## config.mk

```make
export PLATFORM = sky130hd
export DESIGN_NAME = umi_requester
export DESIGN_NICKNAME = d
export VERILOG_FILES = /design/src/rtl/umi_requester.sv
export SDC_FILE = /design/constraint.sdc
export NUM_CORES = 1
export LEC_CHECK = 0
export ABC_CLOCK_PERIOD_IN_PS = 45700
export CAP_MARGIN = 20
export CELL_PAD_IN_SITES_DETAIL_PLACEMENT = 1
export CELL_PAD_IN_SITES_GLOBAL_PLACEMENT = 2
export CORE_AREA = 5 5 585 587
export CTS_CLUSTER_DIAMETER = 30
export DETAILED_ROUTE_END_ITERATION = 8
export DIE_AREA = 0 0 590 592
export GPL_ROUTABILITY_DRIVEN = 0
export PLACE_DENSITY = 0.44
export SETUP_SLACK_MARGIN = 0.1
export SYNTH_ARGS = -nofsm -noshare
export SYNTH_HDL_FRONTEND = slang
export SYNTH_SLANG_ARGS = --single-unit
```

## constraint.sdc

```tcl
create_clock -name clk -period 45.7 [get_ports clk]
set_input_delay 11.425 -clock clk [delete_from_list [all_inputs] [get_ports clk]]
set_output_delay 11.425 -clock clk [all_outputs]
set_load 0.01 [all_outputs]
```

## src/rtl/umi_requester.sv

```systemverilog
// rtl/umi_requester.sv - single-outstanding UMI request initiator
// Issues one local read/write/posted command as a UMI request and returns its completion.
module umi_requester #(
  parameter int CW      = 32,
  parameter int AW      = 64,
  parameter int DW      = 256,
  parameter int TIMEOUT = 0
) (
  input  logic          clk,
  input  logic          reset,
  input  logic          loc_valid,
  output logic          loc_ready,
  input  logic          loc_write,
  input  logic          loc_posted,
  input  logic [AW-1:0] loc_addr,
  input  logic [AW-1:0] loc_srcaddr,
  input  logic [2:0]    loc_size,
  input  logic [7:0]    loc_len,
  input  logic [DW-1:0] loc_wrdata,
  output logic          loc_done,
  output logic [1:0]    loc_err,
  output logic [DW-1:0] loc_rddata,
  output logic          uhost_req_valid,
  output logic [CW-1:0] uhost_req_cmd,
  output logic [AW-1:0] uhost_req_dstaddr,
  output logic [AW-1:0] uhost_req_srcaddr,
  output logic [DW-1:0] uhost_req_data,
  input  logic          uhost_req_ready,
  input  logic          uhost_resp_valid,
  input  logic [CW-1:0] uhost_resp_cmd,
  input  logic [AW-1:0] uhost_resp_dstaddr,
  input  logic [AW-1:0] uhost_resp_srcaddr,
  input  logic [DW-1:0] uhost_resp_data,
  output logic          uhost_resp_ready
);

  localparam int CNTW = (TIMEOUT > 0) ? $clog2(TIMEOUT + 1) : 1;
  localparam logic [CNTW-1:0] CNT_LIM = CNTW'((TIMEOUT > 0) ? TIMEOUT - 1 : 0);

  localparam logic [4:0] UMI_REQ_READ   = 5'h01;
  localparam logic [4:0] UMI_RESP_READ  = 5'h02;
  localparam logic [4:0] UMI_REQ_WRITE  = 5'h03;
  localparam logic [4:0] UMI_RESP_WRITE = 5'h04;
  localparam logic [4:0] UMI_REQ_POSTED = 5'h05;

  typedef enum logic [1:0] {IDLE, REQ, WAIT, DONE} state_t;

  state_t          state;
  logic            cap_write;
  logic            cap_posted;
  logic [CNTW-1:0] cnt;
  logic [CNTW-1:0] cnt_nxt;
  logic            timeout_hit;
  logic            resp_match;
  logic            unused_resp;

  // Standard UMI command layout: opcode[4:0], size[7:5], len[15:8], eom[22].
  function automatic logic [CW-1:0] umi_pack(input logic [4:0] opcode,
                                             input logic [2:0] size,
                                             input logic [7:0] len,
                                             input logic       eom);
    logic [31:0] c;
    c       = '0;
    c[4:0]  = opcode;
    c[7:5]  = size;
    c[15:8] = len;
    c[22]   = eom;
    return CW'(c);
  endfunction

  assign cnt_nxt = (cnt == {CNTW{1'b1}}) ? cnt : cnt + CNTW'(1);
  // Second term covers TIMEOUT=1, where the limit is already met on the first wait cycle.
  assign timeout_hit = (TIMEOUT != 0) && ((cnt_nxt == CNT_LIM) || (cnt == CNT_LIM));

  // The held request srcaddr is the captured return address the response must target.
  assign resp_match = (uhost_resp_cmd[4:0] == (cap_write ? UMI_RESP_WRITE : UMI_RESP_READ)) &&
                      (uhost_resp_dstaddr == uhost_req_srcaddr);

  assign unused_resp = ^{uhost_resp_srcaddr, uhost_resp_cmd[CW-1:5]};

  always_ff @(posedge clk or posedge reset) begin
    if (reset) begin
      state             <= IDLE;
      cap_write         <= 1'b0;
      cap_posted        <= 1'b0;
      cnt               <= '0;
      loc_ready         <= 1'b1;
      loc_done          <= 1'b0;
      loc_err           <= 2'b00;
      loc_rddata        <= '0;
      uhost_req_valid   <= 1'b0;
      uhost_req_cmd     <= '0;
      uhost_req_dstaddr <= '0;
      uhost_req_srcaddr <= '0;
      uhost_req_data    <= '0;
      uhost_resp_ready  <= 1'b1;
    end else begin
      loc_done <= 1'b0;
      case (state)
        IDLE: begin
          if (loc_valid) begin
            cap_write         <= loc_write;
            cap_posted        <= loc_write & loc_posted;
            uhost_req_cmd     <= umi_pack(loc_write ? (loc_posted ? UMI_REQ_POSTED : UMI_REQ_WRITE)
                                                    : UMI_REQ_READ,
                                          loc_size, loc_len, 1'b1);
            uhost_req_dstaddr <= loc_addr;
            uhost_req_srcaddr <= loc_srcaddr;
            uhost_req_data    <= loc_write ? loc_wrdata : '0;
            uhost_req_valid   <= 1'b1;
            loc_ready         <= 1'b0;
            state             <= REQ;
          end
        end
        REQ: begin
          if (uhost_req_ready) begin
            uhost_req_valid <= 1'b0;
            if (cap_posted) begin
              loc_err          <= 2'b00;
              loc_done         <= 1'b1;
              uhost_resp_ready <= 1'b0;
              state            <= DONE;
            end else begin
              cnt   <= '0;
              state <= WAIT;
            end
          end
        end
        WAIT: begin
          if (uhost_resp_valid) begin
            loc_err <= resp_match ? 2'b00 : 2'b01;
            if (resp_match && !cap_write) begin
              loc_rddata <= uhost_resp_data;
            end
            loc_done         <= 1'b1;
            uhost_resp_ready <= 1'b0;
            state            <= DONE;
          end else if (timeout_hit) begin
            loc_err          <= 2'b10;
            loc_done         <= 1'b1;
            uhost_resp_ready <= 1'b0;
            state            <= DONE;
          end else begin
            cnt <= cnt_nxt;
          end
        end
        DONE: begin
          loc_ready        <= 1'b1;
          uhost_resp_ready <= 1'b1;
          state            <= IDLE;
        end
        default: begin
          loc_ready        <= 1'b1;
          uhost_req_valid  <= 1'b0;
          uhost_resp_ready <= 1'b1;
          state            <= IDLE;
        end
      endcase
    end
  end

endmodule

```

Word level (Yosys, flattened, before mapping)
Cells that the tools add are included.

Bits of input ports: 818. Register bits: 667. Output and inout bits: 678.

Reduce and logical (&&, ||, !) cells: 15. Equal/unequal tests: 9. Multiplexer cells: 27. Bitwise logic cells: 1.

Operator list (count): $mux 256 (1); $eq 64x64->1 (1); $mux 2 (6); $mux 1 (11); $mux 3 (3); $reduce_and 3->1 (3); $ne 2x2->1 const B (4); $pmux 2 s4 (1); $reduce_and 4->1 (2); $pmux 1 s2 (3); $reduce_bool 2->1 (3); $eq 5x3->1 (1); $eq 2x2->1 const B (2); $pmux 2 s2 (1); $reduce_and 2->1 (2); $pmux 1 s3 (1); $reduce_bool 3->1 (1); $eq 2x1->1 const B (1); $logic_and 1x1->1 (2); $logic_not 2->1 (1); $and 1x1->1 (1); $logic_not 1->1 (1).

Logic depth before layout (Yosys ltp)
Gate-level depths: netlist (run 1).

Word-level depth: 6. Depth in mapped cells: 8.

Least setup slack after synthesis (run 1)
No wires, ideal clock.

Path type: input to register. From: in uhost_resp_cmd[0]. To: reg loc_rddata[100]. Slack: 32415 ps. Setup time: 125 ps. Stages on the path: 8. Buffers on the path: 2. Arrival time: 13160 ps. Cell sequence: nor3_1 -> o221ai_1 -> nor4_1 -> nand4_1 -> nor4_2 -> buf_4 -> buf_6 -> mux2_2.

Longest elaborated chain between the ends: 4.

RTL lines: start, declared (RTL line 30) `input logic [CW-1:0] uhost_resp_cmd,`; $eq 5x3->1 (RTL line 76) `assign resp_match = (uhost_resp_cmd[4:0] == (cap_write ? UMI_RESP_WRITE : UMI_RESP_READ)) &&`; $logic_and 1x1->1 (RTL line 76); $logic_and 1x1->1 (RTL line 132) `if (resp_match && !cap_write) begin`; $reduce_and 3->1 (no source line); end signal, assigned (RTL line 133) `loc_rddata <= uhost_resp_data;`; end, declared (RTL line 22) `output logic [DW-1:0] loc_rddata,`.

No other way between the ends. A chain may end at the register's enable or synchronous reset.

Final worst setup path (run 1)
From: in uhost_resp_cmd[0]. To: reg loc_rddata[26].

The elaborated chain is that of the path after synthesis.

==> qor.yml, run 1 <==
global_route:
  grt_pass1_vias: 28200
  grt_usage_pct: 11.4
  overflow: 0
  grt_max_degree: 171
  grt_antenna_before_repair: 173
  grt_pass1_wl_mm: 270
hold_path:
  hold_class: "reg -> reg"
setup_path:
  critPathRequiredTime_ps: 46380
  critical_path.startpoint_type: "primary input"
  crit_family: "buffers and inverters"
  path_buf_inv: 4
  cp.arrival_ps: 16170
  endpoint_kind: "flip-flop"
  slowest_stage: "buf_4"
  crit_chain: "clkdlybuf4s50_1, nor3_1, o221ai_1, nor4_1, nand4_1, nor4_4, buf_4, buf_4, buf_4, mux2_2"
  path_common_cell: "buf_4"
  slowest_delay_ps: 730
  critPathMaxFanout: 54
  path_class: "in -> reg"
place:
  dp_hpwl_mm: 169
  portBuffers: 1386
cts:
  clock_path_buffers: 4
  htree_levels: 5
  cts_buffers: 277
  cts_tree: "done"
  cts_resized: 0
  clk_latency_ps: 850
  post_cts_buffers: 0
  cts_num_sinks: 662
  cts_root_buf: "clkbuf_16"
  clk_pin_slew_ps: 40
  cts_hold_buffers: 0
logic_synthesis:
  synth_edf_count: 0
  synth.most_common_cell: "nand2_1"
  synth_area_leaders: "dfrtp_1 (63%), nand2_1 (14%), mux2_2 (11%), nand3_1 (4.9%), xnor2_1 (1.8%)"
  synth_top_cell_by_area: "dfrtp_1"
  synthCells: 2408
  synthTopCellsByCount: "nand2_1 (939), dfrtp_1 (660), mux2_2 (258), nand3_1 (258), clkbuf_1 (107)"
  synth_flop_cell: "dfrtp_1"
  netlist_area_mm2: 0.0261
  syn_avg_cell_area_um2: 10.8
  ys_warn_count: 0
  synth-seq-cells: 662
  yosys.area.top_type_share_pct: 63.3
  synth_cell_types: 35
  synthArstFlopShare_pct: 100
  ys_seq_area_share_pct: 63.5
timing:
  finalSetupTns_ps: 0
  min_period_ps: 15490
  min_period_over_period_pct: 33.9
  worstMarginPinSlew_ps: 1250
  hold_violations: 0
  setup_violations: 0
  slew_violations: 0
  max_freq_mhz: 64.6
  rsz0062_at_grt: "false"
  slew_headroom_pct: 16.8
  fin_skew_ps: 73.0
floorplan:
  fp.dieW_um: 590
  initial_core_util_pct: 7.77
  core-area_mm2: 0.336
  ios: 1496
  dieArea_mm2: 0.349
  rows: 213
  dieHeight_um: 592
routing:
  vias_per_cell: 2.97
  routedWlPerCell_um: 24.1
  drc: 0
  drt_iter0_drc: 1001
  drt_first_pass_iters: 4
  routed_wl_mm: 208
  via_count: 25500
  final_antenna_net_count: 0
power_and_ir_drop:
  power_mw: 3.57
  p_clk_share_pct: 50.0
  pwr-share-comb_pct: 25.1
  power_frac_seq_pct: 24.9
  intPower_mw: 2.45
  peakVddDrop_uv: 38.4
  swShare_pct: 31.4
  p_leak_nw: 23.7
  powerDensity_mw_per_mm2: 65.8
  power.switching_mw: 1.12
finish:
  area_growth_pct: 108
  drive_above_1_share_pct: 17.1
  fin_nets: 4781
  num-fill-cells: 38600
flow_run:
  drv_cap: 0
run_status:
  outcome: "complete, no violations"
==> through the flow <==
step                utilization, %  hold WS (ps)  setup WS, ps  cell area [µm²]  cells
global route                  16.1           476         29940            54100   8582
detailed placement            13.4           455         29210            45000   8087
CTS                           16.1           464         30140            54100   8572
global placement              13.4           452         29200            45000   8087
finish                        16.1           459         30210            54200   8605
floorplan                        -           496         15730            26200   2425
==> registers in the layout, summed over array words and instances (netlist names) <==
signal	flops
cap_write	1
loc_done	1
loc_err	1
loc_rddata	256
loc_ready	1
state	2
uhost_req_cmd	14
uhost_req_data	256
uhost_req_dstaddr	64
uhost_req_srcaddr	64
uhost_req_valid	1
uhost_resp_ready	1
==> cells in the final DEF, fill, tap and decap left out, drive strengths merged, types with 3 or more instances in the layout <==
master and count:
mux2 258, buf 35, a21oi 4, ha 4, clkdlybuf4s50 1385, nand4 15, conb 18, clkinv 32
clkbuf 442, nand2b 4, xor2 4, diode 33, o21ai 6, inv 19, o22ai 3, nand2 939
xnor2 54, dfrtp 660, nand3 258, nor4 5
==> final timing paths <==
| path | start | to | slack, ps | cells after the start |
|---|---|---|---|---|
| max reg2reg | uhost_req_srcaddr[2]$_DFFE_PP0P_ | loc_rddata[26]$_DFFE_PP0P_ | 40680 | 10 |
| max | uhost_resp_cmd[0] | loc_rddata[26]$_DFFE_PP0P_ | 30210 | 10 |
| min | uhost_req_data[198]$_DFFE_PP0P_ | uhost_req_data[198]$_DFFE_PP0P_ | 460 | 2 |
| min reg2reg | uhost_req_data[198]$_DFFE_PP0P_ | uhost_req_data[198]$_DFFE_PP0P_ | 460 | 2 |
| min in group asynchronous | reset | uhost_req_data[181]$_DFFE_PP0P_ | 11160 | 2 |
| max in group asynchronous | reset | loc_rddata[151]$_DFFE_PP0P_ | 30970 | 6 |
==> per-layer routing <==
metal | track usage (%) | part of all wire, % | wire (µm) | up-vias
met4 | 4.21 | 4.1 | 8510 | 58
met3 | 5.76 | 11 | 23300 | 538
met1 | 11.2 | 34 | 71400 | 12400
met2 | 20.5 | 50 | 104000 | 1433
met5 | 0 | 0.18 | 375 | -
li1 | - | - | - | 11100
==> power groups by stage <==
stage,sequential (mW),clock (mW),combinational [mW]
2_1_floorplan,0.929,0,0.228
3_3_place_gp,0.889,0,0.928
3_5_place_dp,0.896,0,0.926
4_1_cts,0.893,1.84,0.931
5_1_grt,0.911,1.88,0.974
6_report,0.887,1.78,0.896
==> layout make-up <==
class / instances / area, µm² / share of cell area [%]
Antenna cell: 33 / 82.6 / 0.152
Clock buffer: 442 / 8600 / 15.9
Clock inverter: 43 / 462 / 0.852
Inverter: 10 / 45.0 / 0.0832
Multi-Input combinational cell: 1588 / 8700 / 16.1
Sequential cell: 662 / 16600 / 30.6
Tap cell: 4407 / 5510 / 10.2
Timing Repair Buffer: 1420 / 14200 / 26.2
==> cell families (layout without fill, tap and decap cells) <==
group / after synthesis / after routing / share of synthesized area, %
AND/OR/NAND/NOR: 1229 / 1229 / 19.2
flip-flops: 662 / 662 / 63.5
multiplexers: 259 / 259 / 11.2
buffers and inverters: 175 / 1915 / 3.49
XOR/XNOR: 58 / 58 / 1.95
AO/OA/AOI/OAI: 20 / 20 / 0.489
adder cells (fa/ha/maj): 4 / 4 / 0.192
other: 1 / 51 / 0.0144
==> worst register-to-register path: cells and delay by family, from the launching register on <==
family	cells	cell delay (ps)
muxes	1	450
buffers and inverters	4	2430
xor gates and xnor gates	1	180
and+or+nand+nor	4	1240
DFF	1	570
No activity file was read; power rests on OpenSTA's default activity.
==> run 2, diff against run 1 <==
ABC_CLOCK_PERIOD_IN_PS = 13800   (was 45700)
CORE_AREA = 5 5 586 588   (was 5 5 585 587)
DIE_AREA = 0 0 591 593   (was 0 0 590 592)
PLACE_DENSITY = 0.45   (was 0.44)
clock period = 13.8 ns   (was 45.7 ns; I/O delays follow)
==> run 2 against run 1 <==
Sequential cell count did not move. Worst setup slack got worse by 24000 ps. Critical path depth did not move. Combinational power rose to 3.4 times the previous value. Via count rose by 0.49%. Clock skew fell by 19 ps. Critical path type unchanged. Critical endpoint is now loc_rddata[17]$_DFFE_PP0P_. Largest cell class unchanged.
==> qor.yml, run 2 (synthesis results as in run 1) <==
setup_path:
  reg2reg_from: "uhost_req_srcaddr[10]$_DFFE_PP0P_"
  critical_path.startpoint_type: "primary input"
  endpoint_kind: "flip-flop"
  r2r_cells: 8  # -2
  r2r-end: "loc_rddata[17]$_DFFE_PP0P_"
  cp.arrival_ps: 8010  # -8160 ps
  worst-r2r-setup-slack_ps: 9430  # -31250 ps
  path_class: "in -> reg"
  critPathRequiredTime_ps: 14540  # -31840 ps
  critPathMaxFanout: 126  # +130%
routing:
  routedWlPerCell_um: 24.8  # +2.7%
  via_count: 25600  # +0.49%
  drt_first_pass_iters: 4  # unchanged
  final_antenna_net_count: 0  # unchanged
  vias_per_cell: 2.94  # -0.93%
  drt_iter0_drc: 938  # -6.3%
  drc: 0  # unchanged
  routed_wl_mm: 216  # +4.2%
finish:
  top_regs: "loc_rddata x256, uhost_req_data x256"
  drive_above_1_share_pct: 17.2  # +0.11 points
  fin_nets: 4776  # -0.10%
  area_growth_pct: 109
  final_cell_mix: "clkdlybuf4s50_1 (1385), nand2_1 (938), dfrtp_1 (660), clkbuf_16 (281)"
  final_common_cell: "clkdlybuf4s50_1"
power_and_ir_drop:
  power_mw: 12.0  # +240%
  p_leak_nw: 23.7  # about the same
  powerDensity_mw_per_mm2: 220  # +230%
  peakVddDrop_uv: 115  # +200%
timing:
  slew_headroom_pct: 28.0  # +11 points
  max_freq_mhz: 138
  whs_ps: 459  # -0.292 ps
  worstMarginPinSlew_ps: 1080  # -168 ps
  hold_violations: 0  # unchanged
  slew_violations: 0  # unchanged
  rsz0062_at_grt: "false"
  min_period_ps: 7260
  min_period_over_period_pct: 52.6
  setup_violations: 0  # unchanged
  fin_skew_ps: 54.2  # -18.8 ps
  finalSetupTns_ps: 0  # unchanged
global_route:
  overflow: 0  # unchanged
  grt_pass1_wl_mm: 279  # +3.1%
  grt_usage_pct: 11.8  # +0.41 points
  grt_pass1_vias: 28200  # +0.12%
  grt_antenna_before_repair: 166  # -4.0%
  grt_max_degree: 151  # -12%
cts:
  cts_num_sinks: 662  # unchanged
  clk_pin_slew_ps: 40  # about the same
  htree_levels: 5  # unchanged
  cts_root_buf: "clkbuf_16"
  clock_path_buffers: 4  # unchanged
  clk_latency_ps: 870  # +20 ps
  cts_buffers: 279  # +0.72%
  cts_hold_buffers: 0  # unchanged
  cts_resized: 0  # unchanged
  post_cts_buffers: 0  # unchanged
  cts_tree: "done"
floorplan:
  rows: 214  # +0.47%
  dieHeight_um: 593  # +0.17%
  fp.dieW_um: 591  # +0.17%
  ios: 1496  # unchanged
  core-area_mm2: 0.338  # +0.63%
  initial_core_util_pct: 7.72  # -0.049 points
  dieArea_mm2: 0.350  # +0.34%
place:
  dp_hpwl_mm: 177  # +4.8%
  portBuffers: 1386  # unchanged
flow_run:
  drv_cap: 0  # unchanged
run_status:
  outcome: "complete, no violations"
hold_path:
  hold_class: "reg -> reg"
  hold_depth: 2  # unchanged
  min_to: "uhost_req_data[43]$_DFFE_PP0P_"
  hold_start: "uhost_req_data[43]$_DFFE_PP0P_"
-- run 2: changes by cell type in the layout (fill, tap and decap cells not counted), moves of 5 or more --
cell        previous run  this run
clkinv_2              27        32
clkinvlp_4             0         5
diode_2               33        18
clkinv_16              2         9
clkbuf_16            287       281
buf_4                 30        21
-- run 2: routing by layer --
layer / vias up / track usage (%) / share of wire [%]
met5: - / 0 / 0.14
met4: 46 / 3.64 / 3.5
met3: 564 / 6.59 / 12
met2: 1458 / 21.0 / 50
met1: 12500 / 11.7 / 34
li1: 11100 / - / -
-- run 2: worst max path at each step --
stage / endpoint / cells past startpoint / slack [ps] / from
finish: loc_rddata[17]$_DFFE_PP0P_ / 10 / 6540 / uhost_resp_cmd[0]
global route: loc_rddata[172]$_DFFE_PP0P_ / 10 / 6210 / uhost_resp_cmd[0]
CTS: loc_rddata[172]$_DFFE_PP0P_ / 10 / 6430 / uhost_resp_cmd[0]
detailed placement: loc_rddata[17]$_DFFE_PP0P_ / 10 / 5450 / uhost_resp_cmd[0]
global placement: loc_rddata[25]$_DFFE_PP0P_ / 10 / 5430 / uhost_resp_cmd[0]
floorplan: cap_write$_DFFE_PP0P_ / 1 / 1300 / reset
-- run 2: power breakdown --
group | switching, mW | internal [mW]
Combinational | 1.65 | 1.37
Clock | 1.76 | 4.24
Sequential | 0.451 | 2.50
-- run 2: worst max-delay path, stage by stage --
cell             delay (ps)
clkdlybuf4s50_1         430
nor3_1                  570
buf_4                   310
o221ai_1                140
nor4_1                  320
nand4_1                 240
nor4_4                  350
buf_12                  580
buf_4                   900
mux2_2                  420
-- run 2: through the flow --
| step | worst slack, ps | instance area [µm²] | instances | utilization (%) |
|---|---|---|---|---|
| final | 6540 | 54400 | 8728 | 16.1 |
| after global routing | 6210 | 54400 | 8716 | 16.1 |
| after CTS | 6430 | 54400 | 8710 | 16.1 |
| after detailed placement | 5450 | 45100 | 8209 | 13.4 |
| after global placement | 5430 | 45100 | 8209 | 13.4 |
| after floorplan | 1300 | 26200 | 2425 | - |
-- run 2: cell type report --
type                            count  area (µm²)
Inverter                           10        41.3
Clock inverter                     65         836
Fill cell                       38900      283000
Tap cell                         4536        5680
Antenna cell                       18        45.0
Multi-Input combinational cell   1588        8700
Clock buffer                      436        8420
Timing Repair Buffer             1413       14200
Sequential cell                   662       16600
